==> config.mk <==
export PLATFORM = sky130hd
export DESIGN_NAME = frame_rr_arbiter
export DESIGN_NICKNAME = d
export VERILOG_FILES = /design/src/rtl/frame_arb_pkg.sv /design/src/rtl/frame_rr_arbiter_rr_pick.sv /design/src/rtl/frame_rr_arbiter.sv
export SDC_FILE = /design/constraint.sdc
export NUM_CORES = 1
export LEC_CHECK = 0
export BUFFER_PORTS_ARGS = -buffer_cell sky130_fd_sc_hd__buf_2
export CAP_MARGIN = 40
export CORE_UTILIZATION = 41
export DETAILED_ROUTE_END_ITERATION = 10
export PLACE_DENSITY = 0.62
export REMOVE_ABC_BUFFERS = 1
export SYNTH_ARGS = -nofsm -noshare
export SYNTH_HDL_FRONTEND = slang
export SYNTH_HIERARCHICAL = 1
export SYNTH_SLANG_ARGS = --single-unit
==> constraint.sdc <==
create_clock -name clk -period 5.9 [get_ports clk]
set_input_delay 0.295 -clock clk [delete_from_list [all_inputs] [get_ports clk]]
set_output_delay 0.295 -clock clk [all_outputs]
set_load 0.05 [all_outputs]
==> src/rtl/frame_arb_pkg.sv <==
// Shared definitions for the frame round-robin arbiter.
//   - default parameter values for the arbiter top
//   - arbiter state encoding
//   - widths of the gap watchdog and the drop counter
package frame_arb_pkg;

    localparam int N_SRC_DEF   = 4;
    localparam int DW_DEF      = 8;
    localparam int GAP_MAX_DEF = 1023;

    localparam int GAP_W  = 10;
    localparam int DROP_W = 16;

    typedef enum logic [1:0] {
        ST_IDLE  = 2'd0,
        ST_XFER  = 2'd1,
        ST_ABORT = 2'd2
    } arb_state_e;

endpackage

==> src/rtl/frame_rr_arbiter_rr_pick.sv <==
// Combinational round-robin picker.
//   req      : request vector, one bit per source
//   last_gnt : index of the most recently completed grant
//   win      : first requester found scanning upward from last_gnt+1, wrapping
//   req_any  : at least one request is present
module rr_pick #(
    parameter int N_SRC = 4
) (
    input  logic [N_SRC-1:0]         req,
    input  logic [$clog2(N_SRC)-1:0] last_gnt,
    output logic [$clog2(N_SRC)-1:0] win,
    output logic                     req_any
);

    localparam int IW = $clog2(N_SRC);

    logic          found;
    logic [IW-1:0] idx;

    always_comb begin
        win     = '0;
        req_any = |req;
        found   = 1'b0;
        idx     = '0;
        // Offset 1 first, so the last winner only wins again when alone.
        for (int k = 1; k <= N_SRC; k++) begin
            idx = IW'((int'(last_gnt) + k) % N_SRC);
            if (!found && req[idx]) begin
                win   = idx;
                found = 1'b1;
            end
        end
    end

endmodule

==> src/rtl/frame_rr_arbiter.sv <==
// Frame-aware round-robin arbiter: shares one downstream frame bus among
// N_SRC sources, locking the grant from sop to eop, with a registered output
// stage and a gap watchdog that terminates stalled frames.
//   clk, rst_n                          : clock, async active-low reset
//   src_data/src_sop/src_eop/src_vld    : per-source beat streams
//   src_rdy                             : per-source accept
//   dout/dout_sop/dout_eop/dout_vld     : registered output beat
//   dout_rdy                            : downstream accept
//   dout_err                            : beat is an abort or a mid-frame sop
//   gnt_idx                             : current or last grant
//   drop_cnt                            : saturating count of discarded beats
//
// state    | meaning
// ---------+---------------------------------------------
// ST_IDLE  | no source granted, arbitrating sop requests
// ST_XFER  | locked to gnt_idx until eop or gap timeout
// ST_ABORT | emitting the synthetic terminating beat
module frame_rr_arbiter
    import frame_arb_pkg::*;
#(
    parameter int N_SRC   = N_SRC_DEF,
    parameter int DW      = DW_DEF,
    parameter int GAP_MAX = GAP_MAX_DEF
) (
    input  logic                     clk,
    input  logic                     rst_n,
    input  logic [N_SRC*DW-1:0]      src_data,
    input  logic [N_SRC-1:0]         src_sop,
    input  logic [N_SRC-1:0]         src_eop,
    input  logic [N_SRC-1:0]         src_vld,
    output logic [N_SRC-1:0]         src_rdy,
    output logic [DW-1:0]            dout,
    output logic                     dout_sop,
    output logic                     dout_eop,
    output logic                     dout_vld,
    input  logic                     dout_rdy,
    output logic                     dout_err,
    output logic [$clog2(N_SRC)-1:0] gnt_idx,
    output logic [DROP_W-1:0]        drop_cnt
);

    localparam int                IW      = $clog2(N_SRC);
    localparam logic [GAP_W-1:0]  GAP_LIM = GAP_W'(GAP_MAX);

    arb_state_e       state_q, state_d;
    logic [IW-1:0]    gnt_q, gnt_d;
    logic [IW-1:0]    last_gnt_q, last_gnt_d;
    logic [GAP_W-1:0] gap_q, gap_d;
    logic             first_q, first_d;
    logic [DW-1:0]    dout_q, dout_d;
    logic             dout_sop_q, dout_sop_d;
    logic             dout_eop_q, dout_eop_d;
    logic             dout_vld_q, dout_vld_d;
    logic             dout_err_q, dout_err_d;
    logic [DROP_W-1:0] drop_q, drop_d;

    logic             out_rdy;
    logic [N_SRC-1:0] req;
    logic [N_SRC-1:0] gnt_oh;
    logic [N_SRC-1:0] disc;
    logic [IW-1:0]    pick_idx;
    logic             pick_any;
    logic [DW-1:0]    sel_data;
    logic             sel_vld;
    logic             sel_sop;
    logic             sel_eop;
    logic             acc;
    logic [GAP_W-1:0] gap_inc;
    logic [DROP_W:0]  drop_sum;

    assign out_rdy = !dout_vld_q || dout_rdy;
    assign req     = src_vld & src_sop;

    rr_pick #(.N_SRC(N_SRC)) u_rr_pick (
        .req      (req),
        .last_gnt (last_gnt_q),
        .win      (pick_idx),
        .req_any  (pick_any)
    );

    always_comb begin
        sel_data = '0;
        sel_vld  = 1'b0;
        sel_sop  = 1'b0;
        sel_eop  = 1'b0;
        gnt_oh   = '0;
        for (int i = 0; i < N_SRC; i++) begin
            if (IW'(i) == gnt_q) begin
                sel_data = src_data[i*DW +: DW];
                sel_vld  = src_vld[i];
                sel_sop  = src_sop[i];
                sel_eop  = src_eop[i];
                gnt_oh[i] = (state_q != ST_IDLE);
            end
        end
    end

    // Non-sop beats from sources that do not own the bus are swallowed so a
    // parser that lost sync cannot block the others; sop beats always wait.
    assign disc    = src_vld & ~src_sop & ~gnt_oh;
    assign src_rdy = disc | ((state_q == ST_XFER) ? (gnt_oh & {N_SRC{out_rdy}}) : '0);
    assign acc     = (state_q == ST_XFER) && sel_vld && out_rdy;
    assign gap_inc = gap_q + 1'b1;

    always_comb begin
        drop_sum = {1'b0, drop_q};
        for (int i = 0; i < N_SRC; i++) begin
            drop_sum = drop_sum + (DROP_W+1)'(disc[i]);
        end
        drop_d = drop_sum[DROP_W] ? '1 : drop_sum[DROP_W-1:0];
    end

    always_comb begin
        state_d    = state_q;
        gnt_d      = gnt_q;
        last_gnt_d = last_gnt_q;
        gap_d      = gap_q;
        first_d    = first_q;
        dout_d     = dout_q;
        dout_sop_d = dout_sop_q;
        dout_eop_d = dout_eop_q;
        dout_vld_d = dout_vld_q;
        dout_err_d = dout_err_q;

        // Output register empties when drained and nothing new is loaded.
        if (out_rdy) begin
            dout_d     = '0;
            dout_sop_d = 1'b0;
            dout_eop_d = 1'b0;
            dout_vld_d = 1'b0;
            dout_err_d = 1'b0;
        end

        case (state_q)
            ST_IDLE: begin
                if (pick_any) begin
                    gnt_d   = pick_idx;
                    gap_d   = '0;
                    first_d = 1'b1;
                    state_d = ST_XFER;
                end
            end
            ST_XFER: begin
                if (acc) begin
                    dout_d     = sel_data;
                    dout_sop_d = sel_sop;
                    dout_eop_d = sel_eop;
                    dout_vld_d = 1'b1;
                    dout_err_d = sel_sop && !first_q;
                    first_d    = 1'b0;
                    gap_d      = '0;
                    if (sel_eop) begin
                        last_gnt_d = gnt_q;
                        state_d    = ST_IDLE;
                    end
                end else if (!sel_vld) begin
                    // Backpressure stalls with vld high do not count as a gap.
                    gap_d = gap_inc;
                    if (gap_inc == GAP_LIM) begin
                        state_d = ST_ABORT;
                    end
                end
            end
            ST_ABORT: begin
                if (out_rdy) begin
                    dout_d     = '0;
                    dout_sop_d = 1'b0;
                    dout_eop_d = 1'b1;
                    dout_vld_d = 1'b1;
                    dout_err_d = 1'b1;
                    last_gnt_d = gnt_q;
                    gap_d      = '0;
                    state_d    = ST_IDLE;
                end
            end
            default: begin
                state_d = ST_IDLE;
            end
        endcase
    end

    always_ff @(posedge clk or negedge rst_n) begin
        if (!rst_n) begin
            state_q    <= ST_IDLE;
            gnt_q      <= '0;
            last_gnt_q <= IW'(N_SRC - 1);
            gap_q      <= '0;
            first_q    <= 1'b0;
            dout_q     <= '0;
            dout_sop_q <= 1'b0;
            dout_eop_q <= 1'b0;
            dout_vld_q <= 1'b0;
            dout_err_q <= 1'b0;
            drop_q     <= '0;
        end else begin
            state_q    <= state_d;
            gnt_q      <= gnt_d;
            last_gnt_q <= last_gnt_d;
            gap_q      <= gap_d;
            first_q    <= first_d;
            dout_q     <= dout_d;
            dout_sop_q <= dout_sop_d;
            dout_eop_q <= dout_eop_d;
            dout_vld_q <= dout_vld_d;
            dout_err_q <= dout_err_d;
            drop_q     <= drop_d;
        end
    end

    assign dout     = dout_q;
    assign dout_sop = dout_sop_q;
    assign dout_eop = dout_eop_q;
    assign dout_vld = dout_vld_q;
    assign dout_err = dout_err_q;
    assign gnt_idx  = gnt_q;
    assign drop_cnt = drop_q;

endmodule

==> results of run 1 <==
stage by stage:
step           hold slack (ns)  power [mW]  utilization  instance area [um2]  instances
2_1_floorplan        -0.000591        1.13            -                 2780        263
3_3_place_gp             0.469        1.32        0.502                 3280        420
3_5_place_dp             0.231        1.33        0.505                 3300        421
4_1_cts                  0.433        1.62        0.527                 3440        430
5_1_grt                  0.454        1.71        0.527                 3440        430
6_report                 0.430        1.61        0.527                 3440        430
metal layers:
layer	wire (um)	track usage	share of wire
met4	73	0.0663	0.011
met3	225	0.0370	0.035
met2	3040	0.291	0.47
met5	0	0	0
met1	3080	0.259	0.48
cell families (layout without fill, tap and decap cells):
family / count (synthesis) / after routing / share of synthesized area
AO/OA/AOI/OAI: 69 / 69 / 0.179
XOR/XNOR: 11 / 11 / 0.0339
adder cells (fa/ha/maj): 10 / 10 / 0.0520
buffers and inverters: 26 / 106 / 0.0419
flip-flops: 45 / 45 / 0.398
multiplexers: 18 / 18 / 0.120
AND/OR/NAND/NOR: 94 / 94 / 0.175
worst min-delay path by stage:
stage,cells past startpoint,endpoint,slack [ns]
finish,2,gap_q[4],0.43
global route,3,dout[3],0.45
CTS,2,gap_q[4],0.43
detailed placement,1,gap_q[4],0.23
global placement,1,dout[1],0.47
floorplan,0,dout[0],-0.0006
state kept, by name, indices dropped and copies added, names as in the netlist:
name,cells
gap_q,10
dout_err,1
first_q,1
drop_cnt,16
dout_vld,1
dout,8
dout_sop,1
last_gnt_q,2
dout_eop,1
gnt_idx,2
state_q,2
layout make-up:
class                           instances  area [um2]  area share
Sequential cell                        45        1130       0.328
Tap cell                               77        96.3      0.0280
Clock inverter                          3        68.8      0.0200
Clock buffer                            5        68.8      0.0200
Timing Repair Buffer                   82         430       0.125
Inverter                               16        60.1      0.0174
Multi-Input combinational cell        202        1590       0.462
placed cells by master (no fill, tap or decap), types with 4 or more instances in the layout:
cell type  synthesis  final
or3_1              4      4
o21ai_1            7      7
xor2_1             7      7
a21oi_1            9      9
nor2b_1            6      6
nor2_1            15     15
a32o_1             9      9
nand2b_1           4      4
inv_1             15     15
mux4_2             7      7
mux4_1             4      4
nand2_1           33     33
clkbuf_8           0      5
dfrtp_1           43     43
nand4_1            4      4
and2_1             4      4
buf_2              5     80
mux2_2             5      5
a31oi_1            5      5
ha_1               7      7
xnor2_1            4      4
nand3_1           10     10
o21ai_0           11     11
o31ai_1            7      7
power groups by stage:
| stage | registers [mW] | clock network [mW] | logic (mW) |
|---|---|---|---|
| 4_1_cts | 0.512 | 0.292 | 0.818 |
| 3_5_place_dp | 0.517 | 0 | 0.816 |
| 6_report | 0.510 | 0.282 | 0.816 |
| 3_3_place_gp | 0.512 | 0 | 0.804 |
| 2_1_floorplan | 0.702 | 0 | 0.426 |
| 5_1_grt | 0.531 | 0.307 | 0.872 |
synth_stat cells (2+ instances only):
| cell | instances |
|---|---|
| a32o_1 | 9 |
| buf_6 | 2 |
| clkbuf_1 | 3 |
| fa_1 | 3 |
| mux2_2 | 5 |
| and3_1 | 3 |
| nand4_1 | 4 |
| nand2b_1 | 4 |
| o32ai_1 | 2 |
| ha_1 | 7 |
| nor2_1 | 15 |
| a21oi_2 | 3 |
| inv_1 | 15 |
| dfstp_2 | 2 |
| buf_2 | 5 |
| a21o_1 | 3 |
| o311ai_0 | 2 |
| a31oi_1 | 5 |
| xnor2_1 | 4 |
| o31ai_1 | 7 |
| o21ai_2 | 2 |
| or3_1 | 4 |
| nor2b_1 | 6 |
| and2_1 | 4 |
| nand3_2 | 2 |
| nand3_1 | 10 |
| nor3_1 | 3 |
| and4_1 | 2 |
| dfrtp_1 | 43 |
| nand2_1 | 33 |
| o21ai_0 | 11 |
| mux4_2 | 7 |
| mux4_1 | 4 |
| o21ai_1 | 7 |
| xor2_1 | 7 |
| a21oi_1 | 9 |
==> impl_metrics.toml, run 1 <==
[status]
outcome = "completed"

[timing]
timing.final.ws_setup_ns = 2.30
finalCritPeriodShare = 0.610
fin_worst_skew_ns = 0.00919
fmax_mhz = 278
hold_violations = 0
final-max-slew-violation-count = 0
rsz0062_at_grt = "no"
fin_setup_tns_ns = 0
relSlewSlack = 0.475
finalSetupViolations = 0
finalCriticalPeriod_ns = 3.60
tightest_slew_ns = 0.787

[clocking]
hold_buffers = 1
postCtsSetupBuffers = 0
clock_latency_ns = 0.30
cts_tree = "done"
numCtsBuffers = 5
clock_path_buffers = 2
clkSlewWorstSetupHoldPaths_ns = 0.09
htreeDepth = 2
cts_resized = 0
clockRootBuffer = "clkbuf_8"
clkSinkCount = 45

[power_and_ir_drop]
power.density_mw_per_mm2 = 467
switching_share = 0.474
power.switching_mw = 0.762
p_leak_nw = 1.64
p_clk_frac = 0.175
internal-power_mw = 0.846
p_seq_frac = 0.317
combPwrFrac = 0.507
ir_drop_v = 0.000326

[worst_setup_path]
critPathBufInv = 1
cp.depth = 8
critical_path_class = "reg2reg"
worstSetupEndpointType = "flop"
critPathLaunchType = "flop"
rr_worst_depth = 8
cp_cell_sequence = "o311ai_0, fa_1, fa_1, inv_1, fa_1, nand4_1, or3_1, o21ai_0"
startpoint = "gnt_idx[0]"
required_ns = 6.13
crit_path_frequent_cell = "fa_1"
slowest_stage = "dfrtp_1"
max_stage_delay_ns = 0.67
rrSetupSlack_ns = 2.30
timing.critical_path.to = "drop_cnt[4]"
cp.arrival_ns = 3.83
reg2reg_to = "drop_cnt[4]"
r2r-start = "gnt_idx[0]"
cp_max_fo = 18
cp_top_family = "adder cells"

[routing]
drtIter0Drc = 125
ant_nets = 0
drtPass1Iterations = 4
wirelength_um = 6420
vias_per_cell = 5.54
drc = 0
wl_per_cell_um = 14.9
vias = 2381

[synthesis]
synthCells = 273
yosys.area.top_type = "dfrtp_1"
synthFlopType = "dfrtp_1"
synthDominantCellAreaShare = 0.379
synth_area_leaders = "dfrtp_1, mux4_2, nand2_1, mux4_1, a32o_1"
synth_cell_type_count = 52
ys_warn_count = 6
synth-edff-count = 0
synth-async-reset-ratio = 1.00
syn_avg_cell_area_um2 = 10.4
ys_seq_area_frac = 0.398
synth_seq_cells = 45
synth_area_mm2 = 0.00284

[grt]
grt_max_degree = 32
grt_pass1_wl_um = 10600
overflow = 0
grtUsageTotal = 0.187
antenna_found_initial = 0
first_global_vias = 2263

[worst_hold_path]
hold_class = "in2async"

[floorplanning]
rows = 29
core-area_mm2 = 0.00653
floorplan.initialDensity = 0.434
die_x_um = 85.2
boundaryPins = 81
die_h_um = 85.2
die_area_mm2 = 0.00726

[finish]
n_antenna_cell = 0
areaGrowthSynthToFinish_pct = 21.3
drive_gt1_frac = 0.331
nNetsFinal = 409
fillers = 631

[place]
place_ws_ns = 2.22
hpwl_um = 4820
io_buffer_count = 80
place_congestion = 0.797

[flow_run]
cap_violations = 0
No activity file was read; power rests on OpenSTA's default activity.
==> run 2, diff against run 1 <==
==> constraint.sdc (replaced) <==
create_clock -name clk -period 3.7 [get_ports clk]
set_input_delay 0.185 -clock clk [delete_from_list [all_inputs] [get_ports clk]]
set_output_delay 0.185 -clock clk [all_outputs]
set_load 0.05 [all_outputs]
==> impl_metrics.toml, run 2 (synthesized netlist as in run 1, its figures left out) <==
[routing]
wl_per_cell_um = 14.6
vias_per_cell = 5.55
drtPass1Iterations = 4
drtIter0Drc = 158
ant_nets = 0
drc = 0
vias = 2414
wirelength_um = 6360

[timing]
fmax_mhz = 301
rsz0062_at_grt = "no"
fin_worst_skew_ns = 0.00393
fin_setup_tns_ns = 0
finalSetupViolations = 0
tightest_slew_ns = 0.798
finalCritPeriodShare = 0.897
hold_violations = 0
final-max-slew-violation-count = 0
finalCriticalPeriod_ns = 3.32
relSlewSlack = 0.466

[grt]
first_global_vias = 2308
grtUsageTotal = 0.187
overflow = 0
grt_pass1_wl_um = 10800
antenna_found_initial = 0
grt_max_degree = 28

[clocking]
clkSlewWorstSetupHoldPaths_ns = 0.08
clock_latency_ns = 0.30
clkSinkCount = 45
postCtsSetupBuffers = 0
cts_tree = "done"
clock_path_buffers = 2
numCtsBuffers = 5
htreeDepth = 2
clockRootBuffer = "clkbuf_8"

[worst_setup_path]
required_ns = 3.93
worstSetupEndpointType = "flop"
cp_cell_sequence = "inv_1, ha_1, o311ai_1, fa_1, fa_1, inv_1, fa_1, nand4_1, or3_1, o21ai_0"
rrSetupSlack_ns = 0.38
critical_path_class = "reg2reg"
startpoint = "state_q[0]"
cp_max_fo = 13
max_stage_delay_ns = 0.58
slowest_stage = "or3_1"
reg2reg_to = "drop_cnt[4]"
cp.arrival_ns = 3.55
rr_worst_depth = 10
timing.critical_path.to = "drop_cnt[4]"
critPathLaunchType = "flop"
r2r-start = "state_q[0]"
crit_path_frequent_cell = "fa_1"

[finish]
areaGrowthSynthToFinish_pct = 22.0
nNetsFinal = 414
layout_common_cells = "buf_2, dfrtp_1, nand2_1"
fin_area_mm2 = 0.00346
n_antenna_cell = 0
final_common_cell = "buf_2"
drive_gt1_frac = 0.341
largest_reg_flops = 16

[power_and_ir_drop]
ir_drop_v = 0.000486
power.density_mw_per_mm2 = 733
p_leak_nw = 1.66

[place]
dpl-instance-area_mm2 = 0.00333
hpwl_um = 4830
place_congestion = 0.767
io_buffer_count = 80

[floorplanning]
core-area_mm2 = 0.00653
die_x_um = 85.2
die_area_mm2 = 0.00726
floorplan.initialDensity = 0.434
rows = 29
die_h_um = 85.2
boundaryPins = 81

[worst_hold_path]
hold_class = "in2async"

[flow_run]
cap_violations = 0

[status]
outcome = "completed"
## run 2: critical path, delay by kind of cell, from the launching register on
family,cells,cell delay (ns)
AOI/OAI and AO/OA,2,0.53
adders and majority gates,4,1.42
buffers and inverters,2,0.17
DFF,1,0.40
and+or+nand+nor,2,0.73
## run 2: final cells by class
class | count | area (um2)
inverters | 16 | 60.1
well taps | 77 | 96.3
clock buffers | 6 | 82.6
clock inverters | 2 | 37.5
repair buffers | 87 | 468
fillers | 616 | 3070
flip-flops and latches | 45 | 1130
multi-input cells | 202 | 1590
## run 2: worst min-delay path by stage
stage / cells past startpoint / from / slack [ns] / endpoint
global route: 3 / src_data[23] / 0.34 / dout[7]
CTS: 3 / src_data[24] / 0.34 / dout[0]
finish: 2 / rst_n / 0.35 / gap_q[4]
detailed placement: 1 / rst_n / 0.16 / gap_q[4]
global placement: 1 / rst_n / 0.41 / gap_q[2]
floorplan: 0 / rst_n / -0.11 / dout[0]
## run 2: per-stage QoR
stage	worst slack [ns]	total power, mW	cells	util	hold slack [ns]
2_1_floorplan	0.145	1.80	263	-	-0.111
3_3_place_gp	0.270	2.14	425	0.507	0.414
3_5_place_dp	0.207	2.16	426	0.510	0.159
4_1_cts	0.198	2.56	435	0.530	0.345
5_1_grt	0.108	2.71	435	0.530	0.345
6_report	0.381	2.54	435	0.530	0.352
## run 2: power by group
| part | leakage [nW] | switching (mW) | internal, mW |
|---|---|---|---|
| registers | 0.592 | 0.129 | 0.628 |
| clock network | 0.0574 | 0.170 | 0.220 |
| logic | 1.01 | 0.917 | 0.475 |
| total | 1.66 | 1.22 | 1.32 |
## run 2: what timing repair did
item	CTS	global route
endpoints found under the hold margin	16	0
setup endpoints to repair	0	13
resized for setup	0	1
hold buffers	1	0
## run 2: layer usage
layer  track usage  up-vias  routed length [um]
li1              -     1184                   -
met1         0.264     1174                3020
met2         0.293       49                3000
met3        0.0311        7                 259
met4        0.0601        0                  78
met5             0        -                   0
